## src/rtl/pw_trigger_sequencer_pkg.sv

```systemverilog
// Shared types and helpers for the pulse-burst trigger sequencer.
package pw_trigger_sequencer_pkg;

    typedef enum logic [1:0] {
        StIdle  = 2'd0,
        StArmed = 2'd1,
        StDelay = 2'd2,
        StPulse = 2'd3
    } seq_state_e;

    function automatic int unsigned max_width(input int unsigned a, input int unsigned b);
        return (a > b) ? a : b;
    endfunction

endpackage

```

## src/rtl/pw_trigger_sequencer_table.sv

```systemverilog
// Per-entry (delay, width) register file for the trigger sequencer.
// Synchronous write, combinational read by index.
module pw_trigger_sequencer_table #(
    parameter int unsigned pTRIGGER_DELAY_WIDTH = 20,
    parameter int unsigned pTRIGGER_WIDTH_WIDTH = 17,
    parameter int unsigned pNUM_ENTRIES         = 8
) (
    input  logic                              trigger_clk,
    input  logic                              reset_n,
    input  logic                              we_i,
    input  logic [$clog2(pNUM_ENTRIES)-1:0]   wr_addr_i,
    input  logic [pTRIGGER_DELAY_WIDTH-1:0]   wr_delay_i,
    input  logic [pTRIGGER_WIDTH_WIDTH-1:0]   wr_width_i,
    input  logic [$clog2(pNUM_ENTRIES)-1:0]   rd_index_i,
    output logic [pTRIGGER_DELAY_WIDTH-1:0]   rd_delay_o,
    output logic [pTRIGGER_WIDTH_WIDTH-1:0]   rd_width_o
);

    logic [pTRIGGER_DELAY_WIDTH-1:0] delay_q [pNUM_ENTRIES];
    logic [pTRIGGER_WIDTH_WIDTH-1:0] width_q [pNUM_ENTRIES];

    always_ff @(posedge trigger_clk or negedge reset_n) begin
        if (!reset_n) begin
            for (int i = 0; i < int'(pNUM_ENTRIES); i++) begin
                delay_q[i] <= '0;
                width_q[i] <= '0;
            end
        end else if (we_i) begin
            delay_q[wr_addr_i] <= wr_delay_i;
            width_q[wr_addr_i] <= wr_width_i;
        end
    end

    assign rd_delay_o = delay_q[rd_index_i];
    assign rd_width_o = width_q[rd_index_i];

endmodule

```

## src/rtl/pw_trigger_sequencer.sv

```systemverilog
// Pulse-burst trigger sequencer: walks a (delay, width) table after each armed match.
// Define PW_TRIG_SEQ_MISSED_CNT_EN to add O_missed_count for matches dropped while busy.
module pw_trigger_sequencer
    import pw_trigger_sequencer_pkg::*;
#(
    parameter int unsigned pTRIGGER_DELAY_WIDTH = 20,
    parameter int unsigned pTRIGGER_WIDTH_WIDTH = 17,
    parameter int unsigned pNUM_ENTRIES         = 8,
    parameter int unsigned pCOUNT_WIDTH         = 16
) (
    input  logic                              trigger_clk,
    input  logic                              reset_n,
    input  logic                              I_arm,
    input  logic                              I_disarm,
    input  logic                              I_rearm_en,
    input  logic [$clog2(pNUM_ENTRIES):0]     I_num_entries,
    input  logic                              I_tbl_we,
    input  logic [$clog2(pNUM_ENTRIES)-1:0]   I_tbl_addr,
    input  logic [pTRIGGER_DELAY_WIDTH-1:0]   I_tbl_delay,
    input  logic [pTRIGGER_WIDTH_WIDTH-1:0]   I_tbl_width,
    input  logic                              I_match,
    output logic                              O_trigger,
    output logic                              O_trigger_pulse,
    output logic                              O_armed,
    output logic                              O_busy,
    output logic                              O_done,
    output logic [$clog2(pNUM_ENTRIES)-1:0]   O_seq_index,
    output logic [pCOUNT_WIDTH-1:0]           O_trigger_count,
`ifdef PW_TRIG_SEQ_MISSED_CNT_EN
    output logic [pCOUNT_WIDTH-1:0]           O_missed_count,
`endif
    output logic                              O_tbl_wr_err
);

    localparam int unsigned IdxW = $clog2(pNUM_ENTRIES);
    localparam int unsigned NumW = IdxW + 1;
    localparam int unsigned CntW = max_width(pTRIGGER_DELAY_WIDTH, pTRIGGER_WIDTH_WIDTH);

    seq_state_e                      state_q;
    logic [CntW-1:0]                 cnt_q;
    logic [pTRIGGER_DELAY_WIDTH-1:0] del_q, tbl_delay;
    logic [pTRIGGER_WIDTH_WIDTH-1:0] wid_q, tbl_width, wid_eff;
    logic [IdxW-1:0]                 idx_q, tbl_rd_idx;
    logic [NumW-1:0]                 num_q, num_eff;
    logic [pCOUNT_WIDTH-1:0]         count_q;
    logic                            rearm_q, trig_q, trig_pulse_q, done_q, wr_err_q;
    logic                            busy, arm_go, last_entry;

    always_comb begin
        busy       = (state_q == StDelay) || (state_q == StPulse);
        arm_go     = I_arm && !I_disarm && !busy;
        last_entry = (({1'b0, idx_q} + NumW'(1)) == num_q);
        wid_eff    = (wid_q == '0) ? pTRIGGER_WIDTH_WIDTH'(1) : wid_q;
        // Entry 0 is fetched on the match; later entries on the previous pulse's fall.
        tbl_rd_idx = (state_q == StArmed) ? '0 : idx_q + IdxW'(1);
        num_eff    = I_num_entries;
        if (I_num_entries == '0) begin
            num_eff = NumW'(1);
        end else if (I_num_entries > NumW'(pNUM_ENTRIES)) begin
            num_eff = NumW'(pNUM_ENTRIES);
        end
    end

    pw_trigger_sequencer_table #(
        .pTRIGGER_DELAY_WIDTH (pTRIGGER_DELAY_WIDTH),
        .pTRIGGER_WIDTH_WIDTH (pTRIGGER_WIDTH_WIDTH),
        .pNUM_ENTRIES         (pNUM_ENTRIES)
    ) u_table (
        .trigger_clk (trigger_clk),
        .reset_n     (reset_n),
        .we_i        (I_tbl_we && !busy),
        .wr_addr_i   (I_tbl_addr),
        .wr_delay_i  (I_tbl_delay),
        .wr_width_i  (I_tbl_width),
        .rd_index_i  (tbl_rd_idx),
        .rd_delay_o  (tbl_delay),
        .rd_width_o  (tbl_width)
    );

    always_ff @(posedge trigger_clk or negedge reset_n) begin
        if (!reset_n) begin
            state_q      <= StIdle;
            cnt_q        <= '0;
            del_q        <= '0;
            wid_q        <= '0;
            idx_q        <= '0;
            num_q        <= '0;
            count_q      <= '0;
            rearm_q      <= 1'b0;
            trig_q       <= 1'b0;
            trig_pulse_q <= 1'b0;
            done_q       <= 1'b0;
            wr_err_q     <= 1'b0;
        end else begin
            trig_pulse_q <= 1'b0;
            done_q       <= 1'b0;
            if (I_tbl_we && busy) begin
                wr_err_q <= 1'b1;
            end
            unique case (state_q)
                StIdle, StArmed: begin
                    if (I_disarm) begin
                        state_q <= StIdle;
                    end else if (arm_go) begin
                        state_q  <= StArmed;
                        rearm_q  <= I_rearm_en;
                        num_q    <= num_eff;
                        count_q  <= '0;
                        idx_q    <= '0;
                        wr_err_q <= 1'b0;
                    end else if ((state_q == StArmed) && I_match) begin
                        state_q <= StDelay;
                        idx_q   <= '0;
                        cnt_q   <= '0;
                        del_q   <= tbl_delay;
                        wid_q   <= tbl_width;
                    end
                end
                StDelay: begin
                    if (I_disarm) begin
                        state_q <= StIdle;
                    end else if (cnt_q == CntW'(del_q)) begin
                        state_q      <= StPulse;
                        trig_q       <= 1'b1;
                        trig_pulse_q <= 1'b1;
                        count_q      <= count_q + pCOUNT_WIDTH'(1);
                        cnt_q        <= CntW'(1);
                    end else begin
                        cnt_q <= cnt_q + CntW'(1);
                    end
                end
                StPulse: begin
                    if (I_disarm) begin
                        state_q <= StIdle;
                        trig_q  <= 1'b0;
                    end else if (cnt_q >= CntW'(wid_eff)) begin
                        trig_q <= 1'b0;
                        if (last_entry) begin
                            done_q  <= 1'b1;
                            state_q <= rearm_q ? StArmed : StIdle;
                        end else begin
                            state_q <= StDelay;
                            idx_q   <= idx_q + IdxW'(1);
                            cnt_q   <= '0;
                            del_q   <= tbl_delay;
                            wid_q   <= tbl_width;
                        end
                    end else begin
                        cnt_q <= cnt_q + CntW'(1);
                    end
                end
            endcase
        end
    end

`ifdef PW_TRIG_SEQ_MISSED_CNT_EN
    logic [pCOUNT_WIDTH-1:0] missed_q;

    always_ff @(posedge trigger_clk or negedge reset_n) begin
        if (!reset_n) begin
            missed_q <= '0;
        end else if (arm_go) begin
            missed_q <= '0;
        end else if (busy && I_match && (missed_q != '1)) begin
            missed_q <= missed_q + pCOUNT_WIDTH'(1);
        end
    end

    assign O_missed_count = missed_q;
`endif

    assign O_trigger       = trig_q;
    assign O_trigger_pulse = trig_pulse_q;
    assign O_armed         = (state_q == StArmed);
    assign O_busy          = busy;
    assign O_done          = done_q;
    assign O_seq_index     = idx_q;
    assign O_trigger_count = count_q;
    assign O_tbl_wr_err    = wr_err_q;

endmodule

```

## config.mk

```make
export PLATFORM = sky130hd
export DESIGN_NAME = pw_trigger_sequencer
export DESIGN_NICKNAME = d
export VERILOG_FILES = /design/src/rtl/pw_trigger_sequencer_pkg.sv /design/src/rtl/pw_trigger_sequencer_table.sv /design/src/rtl/pw_trigger_sequencer.sv
export SDC_FILE = /design/constraint.sdc
export NUM_CORES = 1
export LEC_CHECK = 0
export CAP_MARGIN = 15
export CORE_ASPECT_RATIO = 0.9
export CORE_MARGIN = 4
export CORE_UTILIZATION = 40
export CTS_BUF_LIST = sky130_fd_sc_hd__clkbuf_8
export CTS_CLUSTER_SIZE = 24
export DETAILED_ROUTE_END_ITERATION = 7
export GPL_TIMING_DRIVEN = 0
export PLACE_DENSITY = 0.57
export RECOVER_POWER = 25
export SLEW_MARGIN = 20
export SYNTH_ARGS = -nofsm -noshare
export SYNTH_HDL_FRONTEND = slang
export SYNTH_HIERARCHICAL = 1
export SYNTH_SLANG_ARGS = --single-unit
```

## constraint.sdc

```tcl
create_clock -name trigger_clk -period 6.2 [get_ports trigger_clk]
set_input_delay 1.24 -clock trigger_clk [delete_from_list [all_inputs] [get_ports trigger_clk]]
set_output_delay 1.24 -clock trigger_clk [all_outputs]
set_load 0.01 [all_outputs]
```

==> results of run 1 <==
[layout make-up]
type                            count  share of cell area
Sequential cell                   383              0.4568
Multi-Input combinational cell    752              0.3779
Clock buffer                       88             0.05773
Timing Repair Buffer               78             0.04026
Tap cell                          600             0.03578
Buffer                             69             0.01998
Clock inverter                     32            0.006739
Inverter                           27            0.004831
[worst max-delay path: stages]
cell      delay, ns
clkbuf_1       2.47
buf_16         0.32
buf_16         0.42
buf_16         0.37
[flip-flops by register name, indices dropped and copies added, names as in the netlist]
signal / flops
O_tbl_wr_err: 1
del_q: 20
O_seq_index: 3
u_table/width_q: 136
O_trigger_pulse: 1
state_q: 2
O_done: 1
u_table/delay_q: 160
rearm_q: 1
num_q: 4
O_trigger: 1
O_trigger_count: 16
cnt_q: 20
wid_q: 17
[stage by stage]
| step | area [sq um] | util | std cells | TNS (ns) |
|---|---|---|---|---|
| 5_1_grt | 20980 | 0.4726 | 2029 | 0 |
| 3_3_place_gp | 19520 | 0.4398 | 1905 | -5063.64 |
| 4_1_cts | 20990 | 0.4729 | 2029 | 0 |
| 3_5_place_dp | 19640 | 0.4424 | 1909 | 0 |
| 2_1_floorplan | 18030 | - | 1231 | 0 |
| 6_report | 20980 | 0.4726 | 2029 | 0 |
[cell families after synthesis]
kind of cell | Yosys count | share of synthesized area
and+or+nand+nor | 166 | 0.05024
AOI/OAI and AO/OA | 84 | 0.03317
DFF | 383 | 0.5315
xor gates and xnor gates | 35 | 0.01700
adders and majority gates | 20 | 0.01388
muxes | 447 | 0.3254
buffers and inverters | 96 | 0.02886
[power groups by stage]
stage | clock (uW) | combinational, uW | sequential, uW
after floorplan | 0 | 968 | 3310
after global placement | 0 | 1280 | 3420
after detailed placement | 0 | 1320 | 3430
after CTS | 2400 | 1330 | 3380
after global routing | 2520 | 1440 | 3450
final | 2310 | 1300 | 3390
[layer usage]
layer	part of all wire	vias up	wire length (microns)
li1	-	4892	-
met1	0.47	5723	20630
met5	0	-	0
met4	0.017	0	760
met2	0.47	181	20450
met3	0.041	58	1796
[layout by cell type, fill, tap and decap left out, drive strengths merged, types with 3 or more instances in the layout]
cell type	count
o21ai	27
and2	4
a21o	5
nor4b	3
dfrtp	383
a31o	4
mux4	74
ha	20
a22o	16
nand2	35
nand3	11
nand4	9
nand4b	5
and4bb	3
buf	57
inv	54
nor2	35
nor2b	7
nand2b	5
clkdlybuf4s50	73
clkbuf	105
nor4	13
clkinv	3
a21oi	14
and3	10
or3	4
mux2	373
xnor2	19
nor3	12
xor2	16
[path summary, 6_finish.rpt]
kind                                          start                  end  slack, ns
max in group trigger_clk                 state_q[0]              O_armed       2.60
worst max-delay path                        reset_n  u_table/delay_q[32]       1.95
min in group asynchronous                   reset_n  u_table/delay_q[60]       1.84
worst min-delay path            u_table/delay_q[75]  u_table/delay_q[75]       0.48
worst max register to register           state_q[1]             wid_q[9]       2.71
worst min register to register  u_table/delay_q[75]  u_table/delay_q[75]       0.48
==> flow_summary.toml, run 1 <==
[routing]
via_count = 10854
dr.first_iter.drc_count = 619
ant_nets = 0
vias_per_cell = 5.349
drc_errors = 0
wire_per_inst_microns = 21.51
drt_wl_total_microns = 43630
drtPass1Iterations = 5

[pwr]
leakagePower_uw = 0.009037
seq_power_share = 0.484
clockPowerShare = 0.330
p_sw_uw = 1893
power.internal_uw = 5104
p_comb_frac = 0.186
switching_share = 0.2706
power.total_uw = 6997
peakVddDrop_v = 0.0001411
powerDensity_nw_per_um2 = 333.5

[floorplanning]
io_pins = 76
row_count = 73
core_sq_um = 44390
die_area_sq_um = 48550
die_w_microns = 231.8
fp.dieH_microns = 209.4
initial_core_util = 0.4062

[timing]
post-route-period-util = 0.6853
fmax_mhz = 235.3
setup_slack_ns = 1.951
finalSetupViolations = 0
worst_slew_pin_slew_ns = 3.584
holdWs_ns = 0.4820
finalHoldViolations = 0
period_minus_slack_ns = 4.249
timing.slew.headroom = -1.389
drv_slew = 62
final.setup_skew_ns = 0.02519
rsz0062_at_grt = "false"

[worst_hold_path]
min_path_cells = 1
hold_path.class = "flop to flop"

[layout]
fillCellCount = 4044
drive_above_1_share = 0.2589
multi_input_area_sq_um = 7928
nNetsFinal = 1451
antenna_cells = 0
area_growth_pct = 16.35
seq_area_sq_um = 9584

[yosys]
synth_cell_types = 64
async_flop_share = 1.000
synth_ff_type = "dfrtp_1"
synth_area_sq_um = 18030
ys_seq_area_frac = 0.5315
ys_ff_latch = 383
netlist.top_cell.by_area = "dfrtp_1"
synthCells = 1231
synth.avg_cell_area_sq_um = 14.65
synth_area_leaders = "dfrtp_1 (53%), mux2_1 (15%), mux4_2 (9.2%)"
ys_warn_count = 6
synth_fp_nets = 1302
synth_most_common_cell = "dfrtp_1"
synth_top_area_frac = 0.5315
synth_edf_count = 0
yosys-top-cells-count = "dfrtp_1 (383), mux2_1 (240), mux2_2 (133)"

[clock_network]
path_clk_slew_ns = 0.06
cts.sinks = 383
cts_root_buf = "clkbuf_8"
post_cts_buffers = 0
ctsHoldBuffers = 0
post_cts_resized = 0
h-tree-depth = 3
insertion_delay_ns = 0.62
cts_tree = "yes"
clk_path_buf_depth = 3
cts_inserted_buffers = 69

[status]
violations = "capacitance limit, slew limit"
status = "finished with violations"

[worst_setup_path]
end_kind = "asynchronous set/reset pin"
start_kind = "input port"
critPathKind = "input port to asynchronous set/reset pin"
worstPathMaxFanout = 97
reg2reg_depth = 8
required_ns = 6.94
cp.arrival_ns = 4.99

[global_routing]
grt_max_degree = 98
grtUsageMet3 = 0.03814
overflow = 0
met1_usage = 0.2635
grt_busiest_layer = "met2"
grt_antenna_before_repair = 1
grt_pass1_wl_microns = 68900
grt_util_all_layers = 0.1839
use_met2 = 0.2910
grt_pass1_vias = 11572

[place]
dpl.hpwl_microns = 28870
dp_slack_ns = 2.035
port_buffers = 74
place_congestion = 0.7697

[flow_run]
maxCapViolCount = 1
No activity file was read; power rests on OpenSTA's default activity.
==> run 2, diff against run 1 <==
--- a/config.mk
+++ b/config.mk
@@ -13,7 +13,7 @@
 export CTS_CLUSTER_SIZE = 24
 export DETAILED_ROUTE_END_ITERATION = 7
 export GPL_TIMING_DRIVEN = 0
-export PLACE_DENSITY = 0.57
+export PLACE_DENSITY = 0.6
 export RECOVER_POWER = 25
 export SLEW_MARGIN = 20
 export SYNTH_ARGS = -nofsm -noshare
==> constraint.sdc (replaced) <==
create_clock -name trigger_clk -period 3.9 [get_ports trigger_clk]
set_input_delay 0.78 -clock trigger_clk [delete_from_list [all_inputs] [get_ports trigger_clk]]
set_output_delay 0.78 -clock trigger_clk [all_outputs]
set_load 0.01 [all_outputs]
==> flow_summary.toml, run 2 (same netlist as run 1, synthesis figures left out) <==
[status]
status = "finished with violations"
violations = "capacitance limit, slew limit"

[worst_setup_path]
r2r-end = "state_q[0]"
required_ns = 4.38
cp.depth = 12
r2r_slack_ns = 0.46
worstSetupStartpoint = "wid_q[5]"
worstReg2RegStart = "wid_q[5]"
slowest_stage = "o22ai_1"
crit_end = "state_q[0]"
worstPathBufferInverterCount = 0
crit_family = "compound AO/OA/AOI/OAI gates"
cp_cell_sequence = "nor4_1, nand2_1, nor4_1, a31o_2, ha_1, nor2b_1, o21ai_0, a41oi_1, o21ai_0, o22ai_1, nand2_1, a32o_1"
cp.arrival_ns = 3.92
worstPathMaxFanout = 9
critPathKind = "flop to flop"
reg2reg_depth = 12
end_kind = "flop"
slowest_delay_ns = 0.70
start_kind = "flop"

[timing]
timing.slew.headroom = -0.5637
finalHoldViolations = 0
rsz0062_at_grt = "false"
worst_slew_pin_slew_ns = 2.346
post-route-period-util = 0.8828
fmax_mhz = 290.5
period_minus_slack_ns = 3.443
finalSetupViolations = 0
drv_slew = 39
final.setup_skew_ns = 0.02258
holdWs_ns = 0.4788

[clock_network]
insertion_delay_ns = 0.60
path_clk_slew_ns = 0.06
cts_root_buf = "clkbuf_8"
cts.sinks = 383
post_cts_resized = 0
cts_tree = "yes"
clk_path_buf_depth = 3
post_cts_buffers = 0
cts_inserted_buffers = 67
h-tree-depth = 3
ctsHoldBuffers = 0

[floorplanning]
die_w_microns = 231.8
io_pins = 76
core_sq_um = 44390
initial_core_util = 0.4062
die_area_sq_um = 48550
fp.dieH_microns = 209.4
row_count = 73

[place]
placed_area_sq_um = 19640
port_buffers = 74
place_congestion = 0.7705
dpl.hpwl_microns = 28300

[routing]
vias_per_cell = 5.279
ant_nets = 0
drc_errors = 0
via_count = 10695
drtPass1Iterations = 4
drt_wl_total_microns = 42570
dr.first_iter.drc_count = 592
wire_per_inst_microns = 21.01

[global_routing]
grt_pass1_vias = 11452
overflow = 0
grt_util_all_layers = 0.1787
grt_max_degree = 99
grt_antenna_before_repair = 0
grt_pass1_wl_microns = 67090

[layout]
fillCellCount = 3973
postLayoutCellArea_sq_um = 20920
nNetsFinal = 1449
antenna_cells = 0
final_cell_mix = "dfrtp_1 (383), mux2_1 (240), mux2_2 (133)"
largest_reg_flops = 160
drive_above_1_share = 0.2553
area_growth_pct = 16.01
regMostFlops = "u_table/delay_q"
reg_top3 = "u_table/delay_q: 160 flops, u_table/width_q: 136 flops"
layout_commonest_cell = "dfrtp_1"

[pwr]
power.total_uw = 11020
peakVddDrop_v = 0.0002412
leakagePower_uw = 0.009022
powerDensity_nw_per_um2 = 526.7

[worst_hold_path]
hold_path.class = "flop to flop"

[flow_run]
maxCapViolCount = 1
-- run 2: cell types whose count changed in the layout (fill, tap and decap cells not counted), sizes merged --
cell / change
clkinv: -1
clkbuf: -1
buf: -1
inv: +2
clkinvlp: -2
-- run 2: through the flow --
stage / TNS, ns / util / setup WS [ns] / instances
after floorplan: 0 / - / 1.145 / 1231
after global placement: -5720.53 / 0.4398 / -14.98 / 1905
after detailed placement: 0 / 0.4424 / 0.2761 / 1909
after CTS: 0 / 0.4720 / 0.4126 / 2026
after global routing: 0 / 0.4713 / 0.1218 / 2026
final: 0 / 0.4713 / 0.4572 / 2026
-- run 2: worst min path at each step --
stage                         start                    to  slack [ns]  cells past startpoint
2_1_floorplan               rearm_q               rearm_q        0.45                      2
3_3_place_gp   u_table/delay_q[125]  u_table/delay_q[125]        0.46                      1
3_5_place_dp    u_table/delay_q[72]   u_table/delay_q[72]        0.47                      1
4_1_cts                     reset_n   u_table/delay_q[80]        0.02                      1
5_1_grt         u_table/width_q[61]   u_table/width_q[61]        0.49                      1
6_report        u_table/delay_q[76]   u_table/delay_q[76]        0.48                      1
-- run 2: per-layer routing --
layer  global-route usage  share of wire  vias up
met2               0.2837           0.47      146
li1                     -              -     4856
met5                    0              0        -
met3              0.03556          0.031       57
met1               0.2558           0.48     5636
met4              0.04143          0.017        0
-- run 2: final cells by class --
cell class              count  area (sq um)  area share
clock buffers              86          1184     0.05658
inverters                  27         101.3    0.004845
plain buffers              69         419.2     0.02004
clock inverters            31         127.6    0.006101
flip-flops and latches    383          9584      0.4582
well taps                 600         750.7     0.03589
repair buffers             78         824.5     0.03942
multi-input cells         752          7928      0.3790
-- run 2: where the power goes --
group | switching, uW | internal, uW | leakage, uW
registers | 506 | 4880 | 0.00469
clock network | 1610 | 1970 | 0.000780
logic | 846 | 1210 | 0.00355
